--- src/rtl/mem_copy_engine_pkg.sv ---
// Shared definitions for the memory copy engine: FSM encoding and width defaults.
package mem_copy_engine_pkg;

    localparam int ADDR_W_DEF = 8;
    localparam int DATA_W_DEF = 8;
    localparam int LEN_W_DEF  = 9;

    typedef enum logic [2:0] {
        ST_IDLE  = 3'd0,
        ST_READ  = 3'd1,
        ST_LATCH = 3'd2,
        ST_WRITE = 3'd3,
        ST_DONE  = 3'd4
    } state_t;

endpackage

--- src/rtl/mem_copy_engine_addr_gen.sv ---
// Address generator: holds source/destination base, length and byte count,
// produces wrapped read/write addresses and the last-byte flag.
module mem_copy_addr_gen
    import mem_copy_engine_pkg::*;
#(
    parameter int ADDR_W = ADDR_W_DEF,
    parameter int LEN_W  = LEN_W_DEF
) (
    input  logic              input_clk,
    input  logic              input_reset,
    input  logic              load,
    input  logic              inc,
    input  logic [ADDR_W-1:0] src_in,
    input  logic [ADDR_W-1:0] dst_in,
    input  logic [LEN_W-1:0]  len_in,
    output logic [ADDR_W-1:0] rd_addr_nxt,
    output logic [ADDR_W-1:0] wr_addr,
    output logic [LEN_W-1:0]  count,
    output logic              last
);

    logic [ADDR_W-1:0] src_q;
    logic [ADDR_W-1:0] dst_q;
    logic [LEN_W-1:0]  len_q;

    // Base registers latch on an accepted start; count advances once per written byte.
    always_ff @(posedge input_clk or negedge input_reset) begin
        if (!input_reset) begin
            src_q <= '0;
            dst_q <= '0;
            len_q <= '0;
            count <= '0;
        end else if (load) begin
            src_q <= src_in;
            dst_q <= dst_in;
            len_q <= len_in;
            count <= '0;
        end else if (inc) begin
            count <= count + LEN_W'(1);
        end
    end

    // Addresses wrap naturally through the ADDR_W-bit add. The read address is
    // the one for the byte after the current count, since it is registered into
    // the port on the same edge that bumps count.
    assign rd_addr_nxt = src_q + ADDR_W'(count) + ADDR_W'(1);
    assign wr_addr     = dst_q + ADDR_W'(count);
    assign last        = ((count + LEN_W'(1)) == len_q);

endmodule

--- src/rtl/mem_copy_engine.sv ---
// Byte-sequential memory copy engine: READ -> LATCH -> WRITE per byte, with a
// running mod-256 checksum of the written bytes and a one-cycle done pulse.
module mem_copy_engine
    import mem_copy_engine_pkg::*;
#(
    parameter int ADDR_W = ADDR_W_DEF,
    parameter int DATA_W = DATA_W_DEF,
    parameter int LEN_W  = LEN_W_DEF
) (
    input  logic              input_clk,
    input  logic              input_reset,
    input  logic              input_start,
    input  logic              input_abort,
    input  logic [ADDR_W-1:0] input_Src,
    input  logic [ADDR_W-1:0] input_Dst,
    input  logic [LEN_W-1:0]  input_Length,
    input  logic [DATA_W-1:0] input_Readdata,
    output logic [ADDR_W-1:0] output_Address,
    output logic [DATA_W-1:0] output_Writedata,
    output logic              output_Memread,
    output logic              output_Memwrite,
    output logic              output_busy,
    output logic              output_done,
    output logic [LEN_W-1:0]  output_count,
    output logic [DATA_W-1:0] output_checksum
);

    state_t            state;
    logic [DATA_W-1:0] data_q;
    logic [ADDR_W-1:0] rd_addr_nxt;
    logic [ADDR_W-1:0] wr_addr;
    logic              last;
    logic              accept;

    assign accept = (state == ST_IDLE) && input_start;

    mem_copy_addr_gen #(
        .ADDR_W (ADDR_W),
        .LEN_W  (LEN_W)
    ) u_addr_gen (
        .input_clk   (input_clk),
        .input_reset (input_reset),
        .load        (accept),
        .inc         (state == ST_WRITE),
        .src_in      (input_Src),
        .dst_in      (input_Dst),
        .len_in      (input_Length),
        .rd_addr_nxt (rd_addr_nxt),
        .wr_addr     (wr_addr),
        .count       (output_count),
        .last        (last)
    );

    // Copy FSM with registered strobes/address; the write in flight completes
    // even on abort, so count and checksum still advance in WRITE.
    always_ff @(posedge input_clk or negedge input_reset) begin
        if (!input_reset) begin
            state           <= ST_IDLE;
            data_q          <= '0;
            output_Address  <= '0;
            output_Memread  <= 1'b0;
            output_Memwrite <= 1'b0;
            output_done     <= 1'b0;
            output_checksum <= '0;
        end else begin
            output_Memread  <= 1'b0;
            output_Memwrite <= 1'b0;
            output_done     <= 1'b0;
            case (state)
                ST_IDLE: begin
                    if (input_start) begin
                        output_checksum <= '0;
                        if (input_Length == '0) begin
                            state       <= ST_DONE;
                            output_done <= 1'b1;
                        end else begin
                            state          <= ST_READ;
                            output_Memread <= 1'b1;
                            output_Address <= input_Src;
                        end
                    end
                end
                ST_READ: begin
                    state <= input_abort ? ST_IDLE : ST_LATCH;
                end
                ST_LATCH: begin
                    data_q <= input_Readdata;
                    if (input_abort) begin
                        state <= ST_IDLE;
                    end else begin
                        state           <= ST_WRITE;
                        output_Memwrite <= 1'b1;
                        output_Address  <= wr_addr;
                    end
                end
                ST_WRITE: begin
                    output_checksum <= output_checksum + data_q;
                    if (input_abort) begin
                        state <= ST_IDLE;
                    end else if (last) begin
                        state       <= ST_DONE;
                        output_done <= 1'b1;
                    end else begin
                        state          <= ST_READ;
                        output_Memread <= 1'b1;
                        output_Address <= rd_addr_nxt;
                    end
                end
                ST_DONE: begin
                    state <= ST_IDLE;
                end
                default: begin
                    state <= ST_IDLE;
                end
            endcase
        end
    end

    assign output_busy      = (state != ST_IDLE);
    assign output_Writedata = data_q;

endmodule
--- config.mk ---
export PLATFORM = sky130hd
export DESIGN_NAME = mem_copy_engine
export DESIGN_NICKNAME = d
export VERILOG_FILES = /design/src/rtl/mem_copy_engine_pkg.sv /design/src/rtl/mem_copy_engine_addr_gen.sv /design/src/rtl/mem_copy_engine.sv
export SDC_FILE = /design/constraint.sdc
export NUM_CORES = 1
export LEC_CHECK = 0
export CAP_MARGIN = 25
export CORE_ASPECT_RATIO = 1.2
export CORE_MARGIN = 1
export CORE_UTILIZATION = 59
export CTS_BUF_LIST = sky130_fd_sc_hd__clkbuf_8
export DETAILED_ROUTE_END_ITERATION = 6
export PLACE_DENSITY_LB_ADDON = 0.12
export REMOVE_ABC_BUFFERS = 1
export SLEW_MARGIN = 20
export SYNTH_ARGS = -nofsm -noshare
export SYNTH_HDL_FRONTEND = slang
export SYNTH_SLANG_ARGS = --single-unit
--- constraint.sdc ---
create_clock -name input_clk -period 7.1 [get_ports input_clk]
set_input_delay 1.42 -clock input_clk [delete_from_list [all_inputs] [get_ports input_clk]]
set_output_delay 1.42 -clock input_clk [all_outputs]
set_load 0.005 [all_outputs]
# After elaboration in Yosys (flattened, before gate mapping)
# Cells that the tools add are included.
# word_totals
output_inout_bits	37
word_cells	63
in_bits	37
reg_bits	64
# classes
eq_ne	9
muxes	29
addsub	5
reduce_logical	9
# ops
operator	count
$mux 8	6
$add 8x8->8	3
$pmux 8 s3	1
$mux 9	2
$pmux 8 s2	1
$mux 3	4
$pmux 3 s4	1
$mux 1	10
$ne 2x2->1 const B	5
$add 9x1->9 const B	1
$eq 9x9->1	1
$logic_not 9->1	1
$add 8x1->8 const B	1
$eq 3x2->1 const B	2
$reduce_and 6->1	1
$reduce_bool 3->1	2
$mux 2	2
$pmux 1 s2	2
$reduce_bool 2->1	2
$eq 3x1->1 const B	1
$logic_not 3->1	1
$reduce_and 2->1	1
$logic_and 1x1->1	1

# Logic depth before layout (Yosys ltp)
# Gate-level depths: netlist (run 1).
# depth
depth_word	5
ltp_mapped	9
mapped_depth_nobuf	9

# Hierarchy
# From an unflattened synthesis (run 1), not the netlist that was laid out.
# unflattened
hier_cells	343
area_unflattened_um2	3697.3
# by_module_without_submodules
mod	cells_per_inst	seq_area_each_um2	n_inst	area_each_um2
mem_copy_addr_gen	186	850.8	1	2063.2
mem_copy_engine	157	750.7	1	1634.1

# Least setup slack after synthesis (run 1)
# OpenSTA, ideal clock, no wires.
# synth_timing
path_kind	input -> register
from	input port input_Length[2]
to	register output_Address[0]
stages	6
setup_time_ns	0.125
path_buffers	0
slack_ns	4.118
t_required_ns	6.975
arrival_time_ns	2.857
cell_sequence	or4_4 -> nor4_4 -> o41a_1 -> or2_2 -> a41oi_4 -> mux2_2
# synth_between
elab_chain_cells	3
# synth_rtl
element	line_no	rtl
start: declaration	mem_copy_engine.sv:16	input logic [LEN_W-1:0] input_Length,
$logic_not 9->1	mem_copy_engine.sv:73	if (input_Length == '0) begin
$ne 2x2->1 (no source line)	--	
$reduce_and 6->1 (no source line)	--	
end signal: assignment	mem_copy_engine.sv:79	output_Address <= input_Src;
end signal: assignment	mem_copy_engine.sv:93	output_Address <= wr_addr;
end signal: assignment	mem_copy_engine.sv:106	output_Address <= rd_addr_nxt;
end: declaration	mem_copy_engine.sv:18	output logic [ADDR_W-1:0] output_Address,
# No other way between the ends.
# A chain may end at the register's enable or synchronous reset.

# Worst setup path after layout (run 1)
# layout_timing
from	input port state[0]
to	output port output_busy
# layout_between
elab_chain_cells	1
# layout_rtl
element	line_no	rtl
start: declaration	mem_copy_engine.sv:28	state_t state;
$reduce_bool 3->1	mem_copy_engine.sv:119	assign output_busy = (state != ST_IDLE);
end: declaration	mem_copy_engine.sv:22	output logic output_busy,
# No other way between the ends.

==> summary.md, run 1 <==
| Metric | Value |
|---|---|
| Status | `finished, final reports clean` |
| CP Data Required Time | `5680 ps` |
| RD Place Congestion | `0.851` |
| Vias in the first global route | `3277` |
| Final worst hold slack | `508 ps` |
| Nets | `521` |
| Hold path start | `output_Address[5]` |
| WL final | `9.19 mm` |
| Synth Cell Area | `0.00394 sq mm` |
| DRT iter0 DRCs | `191` |
| Reg2Reg Depth | `6` |
| Mux share of post-synthesis cell area | `9.62%` |
| Asr flop ratio synth | `100%` |
| Resized cells post-CTS | `0` |
| Synth cell types | `62` |
| Die height | `91.5 um` |
| CP Launch Type | `flop` |
| Die width | `76.6 um` |
| DR pass1 iterations | `4` |
| Yosys reg bits | `64` |
| Final period utilization | `48.4%` |
| Total core area | `0.00645 sq mm` |
| Clock tree root buffer cell | `clkbuf_8` |
| Compound-Gate Fraction of Synth Area | `14.9%` |
| Max VDD drop | `0.257 mV` |
| Worst r2r src | `state[1]` |
| Final min period | `3430 ps` |
| Largest net degree at the start of global routing | `65` |
| Via count | `3227` |
| Hold Path End | `output_Address[5]` |
| Kind of end point of the critical path | `primary output` |
| Data arrival, critical path | `2010 ps` |
| Slew Viols, Final | `0` |
| Power Density | `387 mW/mm^2` |
| Fill count | `479` |
| Endpoints failing setup | `0` |
| TritonCTS clock tree | `done` |
| First-pass GRT wire length | `15.5 mm` |
| Post-Synth Simple-Gate Area | `16.6%` |
| Antenna-violating nets left | `0` |
| Hold path cells | `1` |
| RSZ-0062 raised after global routing | `no` |
| Slowest cell on crit path | `dfrtp_1` |
| Worst path max stage delay | `650 ps` |
| Crit Path Max Fanout | `19` |
| Row count | `32` |
| Drt drc | `0` |
| Cell-by-cell trace of the critical path | `or3_1, clkdlybuf4s50_1` |
| Routed vias/inst | `5.88` |
| Main synth FF type | `dfrtp_1` |
| Clock latency on the worst-skew pair | `350 ps` |
| Antenna violations before repair | `0` |
| Post-synth EDFFs | `0` |
| Area Overhead vs Synth | `24.4%` |
| Seq/Total Area, Yosys | `40.6%` |
| Max Freq | `291 MHz` |
| Routed length per placed instance | `16.7 um` |
| CTS Sinks | `64` |
| Die area | `0.00701 sq mm` |
| Global-route usage over all layers | `28.7%` |
| Leakage | `2.13 nW` |
| Synthesized area per cell | `10.1 sq um` |
| Final Hold Viols | `0` |
| Share of cells above drive strength 1 | `13.6%` |
| Io pins | `74` |
| Worst-margin pin slew | `967 ps` |
| RR Endpoint | `output_checksum[7]` |
| Mapped Cells | `390` |
| Slew headroom | `35.4%` |
| PortBufs | `73` |
| Reg2Reg Setup Slack | `4260 ps` |
| Antenna Diode Count | `0` |
| Clock-pin slew on the worst setup and hold paths | `80 ps` |
| Largest family of logic cells by synthesized area | `simple AND/OR/NAND/NOR gates` |
| Hold-fix buffers, CTS | `0` |
| XOR/XNOR Fraction of Synth Area | `5.78%` |
| Synthesized-area fraction occupied by adder cells | `8.51%` |
| Hold Crit Class | `flop to flop` |
| Max Cap Viol | `0` |
| Initial Util | `61.1%` |
| Synth Warn # | `0` |
| Final TNS setup | `0 ps` |
| Worst Setup Path Type | `flop to primary output` |
| TritonCTS Buffers | `9` |
| Post-DP HPWL | `6.42 mm` |
| Clk_skew | `13.1 ps` |
| H-tree levels | `3` |
| Gr ovfl total | `0` |
| Clk buf depth | `2` |
| Post-CTS setup buffers | `0` |
-- report_power, final --
group	total, W	switching [W]	internal [W]	leakage, nW
combinational	0.000925	0.000436	0.000490	1.22
clock	0.000320	0.000143	0.000178	0.112
sequential	0.000651	0.000136	0.000515	0.800
-- layout make-up --
type,instances,area (sq um),share of cell area [%]
timing repair buffer,75,753,15.4
tap,85,106,2.17
inverter,13,48.8,0.995
clock inverter,5,47.5,0.970
multi-input combinational,296,2190,44.7
clock buffer,11,151,3.09
sequential,64,1600,32.7
-- Yosys cell counts, drive strengths merged, types with 3 or more instances --
| cell type | count | area [sq um] |
|---|---|---|
| nand4 | 4 | 40.0 |
| or3 | 3 | 18.8 |
| ha | 22 | 275 |
| dfrtp | 64 | 1600 |
| a211oi | 7 | 52.6 |
| a21o | 3 | 22.5 |
| xor2 | 12 | 105 |
| fa | 3 | 60.1 |
| and2 | 3 | 21.3 |
| or2 | 4 | 25.0 |
| mux2i | 3 | 30.0 |
| nor2 | 21 | 78.8 |
| a31oi | 3 | 18.8 |
| nor2b | 3 | 18.8 |
| buf | 9 | 73.8 |
| nor3 | 6 | 35.0 |
| o21bai | 4 | 30.0 |
| nand2 | 52 | 195 |
| nand3 | 7 | 40.0 |
| o22ai | 8 | 50.1 |
| mux2 | 31 | 349 |
| xnor2 | 14 | 123 |
| o21ai | 26 | 130 |
| a21oi | 16 | 80.1 |
| nand2b | 7 | 43.8 |
| clkbuf | 8 | 30.0 |
| inv | 13 | 48.8 |
| and3 | 3 | 20.0 |
-- logic make-up (layout without fill, tap and decap cells) --
kind of cell               Yosys count  in the layout
AOI/OAI and AO/OA                   87             87
xor gates and xnor gates            26             26
adders and majority gates           25             25
buffers and inverters               30            104
DFF                                 64             64
muxes                               34             34
and+or+nand+nor                    124            124
-- per-stage QoR --
step	util (%)	worst slack, ps	std cells	total power, W	cell area [sq um]
after floorplan	-	3240	373	0.00123	3840
after global routing	76.0	3590	549	0.00204	4900
after CTS	75.7	3670	548	0.00190	4880
after global placement	72.7	3420	532	0.00152	4680
after detailed placement	72.7	3330	532	0.00157	4680
final	76.0	3670	549	0.00190	4900
-- sequential cells by signal, indices dropped and copies added, names as in the netlist --
register / cells
output_Memwrite: 1
u_addr_gen.dst_q: 8
state: 3
output_Writedata: 8
u_addr_gen.count: 9
u_addr_gen.src_q: 8
output_Address: 8
output_Memread: 1
output_checksum: 8
u_addr_gen.len_q: 9
output_done: 1
-- worst max-delay path: cells and delay by family, from the launching register on --
kind / cells / cell delay [ps]
buffers and inverters: 1 / 470
flip-flops: 1 / 650
AND/OR/NAND/NOR: 1 / 540
-- routing by layer --
| metal | up-vias | share of wire, % | track usage, % | routed length [um] |
|---|---|---|---|---|
| met4 | 0 | 3.1 | 15.5 | 288 |
| met3 | 26 | 4.5 | 3.72 | 413 |
| li1 | 1534 | - | - | - |
| met5 | - | 0 | 0 | 0 |
| met2 | 107 | 50 | 49.4 | 4640 |
| met1 | 1560 | 42 | 34.8 | 3850 |
-- how the worst max path moves through the flow --
stage	startpoint	end	slack, ps	cells past startpoint
floorplan	input_start	output_checksum[7]	3240	6
global placement	input_start	output_checksum[7]	3420	7
detailed placement	input_start	output_checksum[7]	3330	7
CTS	state[0]	output_busy	3670	2
global route	state[0]	output_busy	3590	2
finish	state[0]	output_busy	3670	2
-- placed cells by master, fill, tap and decap left out, drive strengths merged, types with 2 or more instances in the layout --
master and instances:
nand2 52, mux2i 3, a31oi 3, o21a 2, or3 3, nor4 2
nor3 6, clkbuf 11, buf 3, nand2b 7, and3 3, a21oi 16
o21ai 26, nor2b 3, dfrtp 64, nand3b 2, o21bai 4, a22o 2
nand4 4, or2 4, clkinv 2, nand4b 2, a21o 3, xnor2 14
nand3 7, mux2 31, ha 22, and2 3, nor2 21, o41ai 2
nor3b 2, a211oi 7, clkdlybuf4s50 72, o22ai 8, xor2 12, fa 3
inv 15, o31ai 2
(Power assumes the default switching activity.)
==> inputs of run 2 (changes only) <==
- CORE_UTILIZATION: 59 -> 54
- clock period: 7.1 -> 3.43 ns (I/O delays scaled with it)
==> summary.md, run 2 (synthesized netlist as in run 1, its figures left out) <==
| Metric | Value |
|---|---|
| DP Worst Slack | `522 ps` |
| Fill count | `548` |
| Largest net degree at the start of global routing | `34` |
| Hold Crit Class | `primary input to async pin` |
| Share of cells above drive strength 1 | `14.7%` |
| Endpoints failing setup | `0` |
| Clock tree root buffer cell | `clkbuf_8` |
| Post-CTS setup buffers | `0` |
| Max Cap Viol | `0` |
| Combinational power share | `49.0%` |
| Clk buf depth | `2` |
| Pint | `0.00248 W` |
| Clock-pin slew on the worst setup and hold paths | `70 ps` |
| Crit Path Max Fanout | `19` |
| Finished Core Util | `71.3%` |
| TritonCTS Buffers | `9` |
| Max Freq | `373 MHz` |
| Max VDD drop | `0.522 mV` |
| Sequential share of power | `33.8%` |
| Largest regs | `u_addr_gen.count: 9 flops, u_addr_gen.len_q: 9 flops` |
| Final Hold Viols | `0` |
| Antenna-violating nets left | `0` |
| Io pins | `74` |
| Reg2Reg Depth | `6` |
| Post-DP HPWL | `6.57 mm` |
| Net switching power | `0.00148 W` |
| Row count | `33` |
| Worst-margin pin slew | `763 ps` |
| Most frequent cells in the layout | `72 x clkdlybuf4s50_1, 64 x dfrtp_1, 52 x nand2_1, 31 x mux2_2, 25 x o21ai_0` |
| Final WS setup | `747 ps` |
| Most common cell after layout, fill and taps aside | `clkdlybuf4s50_1` |
| Clk_skew | `11.0 ps` |
| Kind of end point of the critical path | `primary output` |
| DR pass1 iterations | `4` |
| RR Endpoint | `output_Address[1]` |
| Worst Setup Path Type | `flop to primary output` |
| H-tree levels | `3` |
| Resized cells post-CTS | `0` |
| Power Density | `801 mW/mm^2` |
| First-pass GRT wire length | `15.0 mm` |
| Die width | `80.0 um` |
| RD Place Congestion | `0.871` |
| Switching share of power | `37.4%` |
| TritonCTS clock tree | `done` |
| WL final | `9.17 mm` |
| Nets | `526` |
| Routed length per placed instance | `16.5 um` |
| Initial Util | `56.8%` |
| CP Launch Type | `flop` |
| Area Overhead vs Synth | `25.6%` |
| Worst r2r src | `u_addr_gen.count[1]` |
| Clock power share | `17.2%` |
| Data arrival, critical path | `2000 ps` |
| Die area | `0.00764 sq mm` |
| Final period utilization | `78.2%` |
| Crit path capture | `output_busy` |
| Clock latency on the worst-skew pair | `340 ps` |
| Critical Path Start | `state[0]` |
| RSZ-0062 raised after global routing | `no` |
| DRT iter0 DRCs | `157` |
| Antenna Diode Count | `0` |
| Slew headroom | `47.8%` |
| Drt drc | `0` |
| Via count | `3231` |
| Hold-fix buffers, CTS | `0` |
| Status | `finished, final reports clean` |
| CP Data Required Time | `2740 ps` |
| Die height | `95.6 um` |
| Leakage | `2.15 nW` |
| Final TNS setup | `0 ps` |
| Final worst hold slack | `424 ps` |
| Total core area | `0.00694 sq mm` |
| Slew Viols, Final | `0` |
| Routed vias/inst | `5.82` |
| Vias in the first global route | `3013` |
| Antenna violations before repair | `0` |
| DP Area | `0.00474 sq mm` |
| Reg2Reg Setup Slack | `760 ps` |
| Final instance area | `0.00495 sq mm` |
| CTS Sinks | `64` |
| Global-route usage over all layers | `26.1%` |
| Final min period | `2680 ps` |
| PortBufs | `73` |
| Gr ovfl total | `0` |
-- run 2: cell count changes in the layout (fill, tap and decap cells not counted), sizes merged --
| cell | change |
|---|---|
| clkbuf | +1 |
| buf | +5 |
| inv | -2 |
-- run 2: worst min-delay path by stage --
stage                     endpoint  cells past startpoint
4_1_cts         output_checksum[6]                      1
5_1_grt        output_Writedata[6]                      1
2_1_floorplan    output_Address[0]                      0
6_report        output_checksum[6]                      1
3_5_place_dp     output_Address[5]                      1
3_3_place_gp     output_Address[5]                      1
-- run 2: per-layer routing --
metal  GRT usage, %  vias up  share of wire [%]
met5              0        -                  0
met4           12.2        0                2.3
met3           4.50       16                5.4
met2           43.3      101                 49
met1           32.9     1561                 43
li1               -     1553                  -
-- run 2: layout make-up --
class	instances	area (sq um)	area share [%]
Clock inverter	3	40.0	0.809
Timing Repair Buffer	80	791	16.0
Inverter	13	48.8	0.986
Multi-Input combinational cell	296	2190	44.3
Sequential cell	64	1600	32.4
Tap cell	87	109	2.20
Clock buffer	12	165	3.34
-- run 2: power by group through the flow --
stage / sequential (W) / clock, W / combinational, W
6_report: 0.00134 / 0.000680 / 0.00194
2_1_floorplan: 0.00130 / 0 / 0.00124
4_1_cts: 0.00134 / 0.000684 / 0.00195
3_5_place_dp: 0.00135 / 0 / 0.00193
5_1_grt: 0.00139 / 0.000723 / 0.00216
3_3_place_gp: 0.00134 / 0 / 0.00187
-- run 2: stage by stage --
step	total power, W	cells
finish	0.00396	555
global route	0.00427	555
CTS	0.00397	555
detailed placement	0.00328	540
global placement	0.00320	540
floorplan	0.00254	373
-- run 2: critical path: stages (launching register included) --
cell and delay, ps:
dfrtp_1 640, or3_1 530, clkdlybuf4s50_1 490
==> inputs of run 3 (changes only) <==
- clock period: 3.43 -> 2.8 ns (I/O delays scaled with it)
==> summary.md, run 3 (synthesized netlist as in run 1, its figures left out) <==
| Metric | Value |
|---|---|
| Status | `finished, final reports clean` |
| Multi-input gate area | `0.00219 sq mm` |
| Routed vias/inst | `5.74` |
| DP Area | `0.00480 sq mm` |
| Final period utilization | `87.2%` |
| Worst-margin pin slew | `771 ps` |
| Io pins | `74` |
| Clk_skew | `12.2 ps` |
| Most frequent cells in the layout | `72 x clkdlybuf4s50_1, 64 x dfrtp_1, 52 x nand2_1, 31 x mux2_2, 25 x o21ai_0` |
| DRT iter0 DRCs | `195` |
| Global-route usage over all layers | `27.1%` |
| RD Place Congestion | `0.859` |
| Die height | `95.6 um` |
| CP Data Required Time | `3040 ps` |
| Post-CTS setup buffers | `0` |
| Hold-fix buffers, CTS | `0` |
| PortBufs | `73` |
| Max Cap Viol | `0` |
| Final TNS setup | `0 ps` |
| Most common cell after layout, fill and taps aside | `clkdlybuf4s50_1` |
| Slew Viols, Final | `0` |
| Clock tree root buffer cell | `clkbuf_8` |
| Initial Util | `56.8%` |
| Max Freq | `409 MHz` |
| Final Hold Viols | `0` |
| Data arrival, critical path | `2680 ps` |
| Largest net degree at the start of global routing | `41` |
| Share of cells above drive strength 1 | `16.0%` |
| TritonCTS Buffers | `9` |
| First-pass GRT wire length | `15.5 mm` |
| Die width | `80.0 um` |
| Total core area | `0.00694 sq mm` |
| Crit Path Max Fanout | `5` |
| Slew headroom | `48.6%` |
| Gr ovfl total | `0` |
| Clk buf depth | `2` |
| CTS Sinks | `64` |
| Final instance area | `0.00502 sq mm` |
| Kind of end point of the critical path | `flop` |
| H-tree levels | `3` |
| Resized cells post-CTS | `0` |
| Final Non-Filler Cells | `562` |
| Max VDD drop | `0.571 mV` |
| DR pass1 iterations | `4` |
| Post-DP HPWL | `6.73 mm` |
| Leakage | `2.19 nW` |
| Drt drc | `0` |
| TritonCTS clock tree | `done` |
| Final min period | `2440 ps` |
| WL final | `9.16 mm` |
| Via count | `3224` |
| Antenna-violating nets left | `0` |
| Fill count | `509` |
| Dpl cells | `546` |
| Endpoints failing setup | `0` |
| Vias in the first global route | `3230` |
| Die area | `0.00764 sq mm` |
| CP Launch Type | `flop` |
| Storage cell area | `0.00160 sq mm` |
| RSZ-0062 raised after global routing | `no` |
| Clock latency on the worst-skew pair | `350 ps` |
| Row count | `33` |
| Area Overhead vs Synth | `27.4%` |
| Nets | `532` |
| Antenna violations before repair | `0` |
| Antenna Diode Count | `0` |
| Worst Setup Path Type | `flop to flop` |
| Routed length per placed instance | `16.3 um` |
| Hold Crit Class | `primary input to async pin` |
| Largest regs | `u_addr_gen.count: 9 flops, u_addr_gen.len_q: 9 flops` |
| Power Density | `989 mW/mm^2` |
| Clock-pin slew on the worst setup and hold paths | `70 ps` |
## run 3: path summary, 6_finish.rpt
| check | slack, ps | cells past startpoint | start | endpoint |
|---|---|---|---|---|
| setup / recovery | 360 | 8 | u_addr_gen.count[0] | output_Address[6] |
| hold / removal | 270 | 1 | input_reset | output_Writedata[6] |
| setup reg to reg | 360 | 8 | u_addr_gen.count[0] | output_Address[6] |
| hold reg to reg | 500 | 1 | state[2] | state[1] |
| max in group asynchronous | 1870 | 2 | input_reset | u_addr_gen.dst_q[4] |
| min in group input_clk | 500 | 1 | state[2] | state[1] |
## run 3: metrics by stage
stage                     hold slack (ps)  util (%)  setup slack, ps  total power [W]
final                                 274      72.4              357          0.00497
after global routing                  328      72.4              200          0.00537
after CTS                             296      72.4              349          0.00499
after detailed placement              492      69.2             18.6          0.00408
after global placement                492      69.2             81.1          0.00398
after floorplan                       264         -             -607          0.00311
## run 3: final cells by class
type                       count  area share, %
clock buffer                  10           2.74
clock inverter                 6           1.64
inverter                      13          0.972
multi-input combinational    296           43.7
sequential                    64           31.9
tap                           87           2.17
timing repair buffer          86           16.9
## run 3: worst max-delay path: stages (launching register included)
cell,delay (ps)
dfrtp_1,440
ha_1,260
fa_1,430
a211oi_1,300
o21bai_1,120
a21oi_1,190
xor2_1,220
a211oi_1,100
mux2_2,280
## run 3: per-layer routing
| metal | global-route usage [%] | routed length (um) | vias to the layer above | part of all wire, % |
|---|---|---|---|---|
| met1 | 34.3 | 3970 | 1548 | 43 |
| met5 | 0 | 0 | - | 0 |
| met2 | 44.1 | 4550 | 105 | 50 |
| li1 | - | - | 1559 | - |
| met3 | 5.84 | 461 | 12 | 5.0 |
| met4 | 12.6 | 177 | 0 | 1.9 |
## run 3: power by group
group          leakage (nW)  switching, W  internal [W]
sequential            0.800      0.000309       0.00131
combinational          1.28       0.00116       0.00130
clock                 0.112      0.000373      0.000521
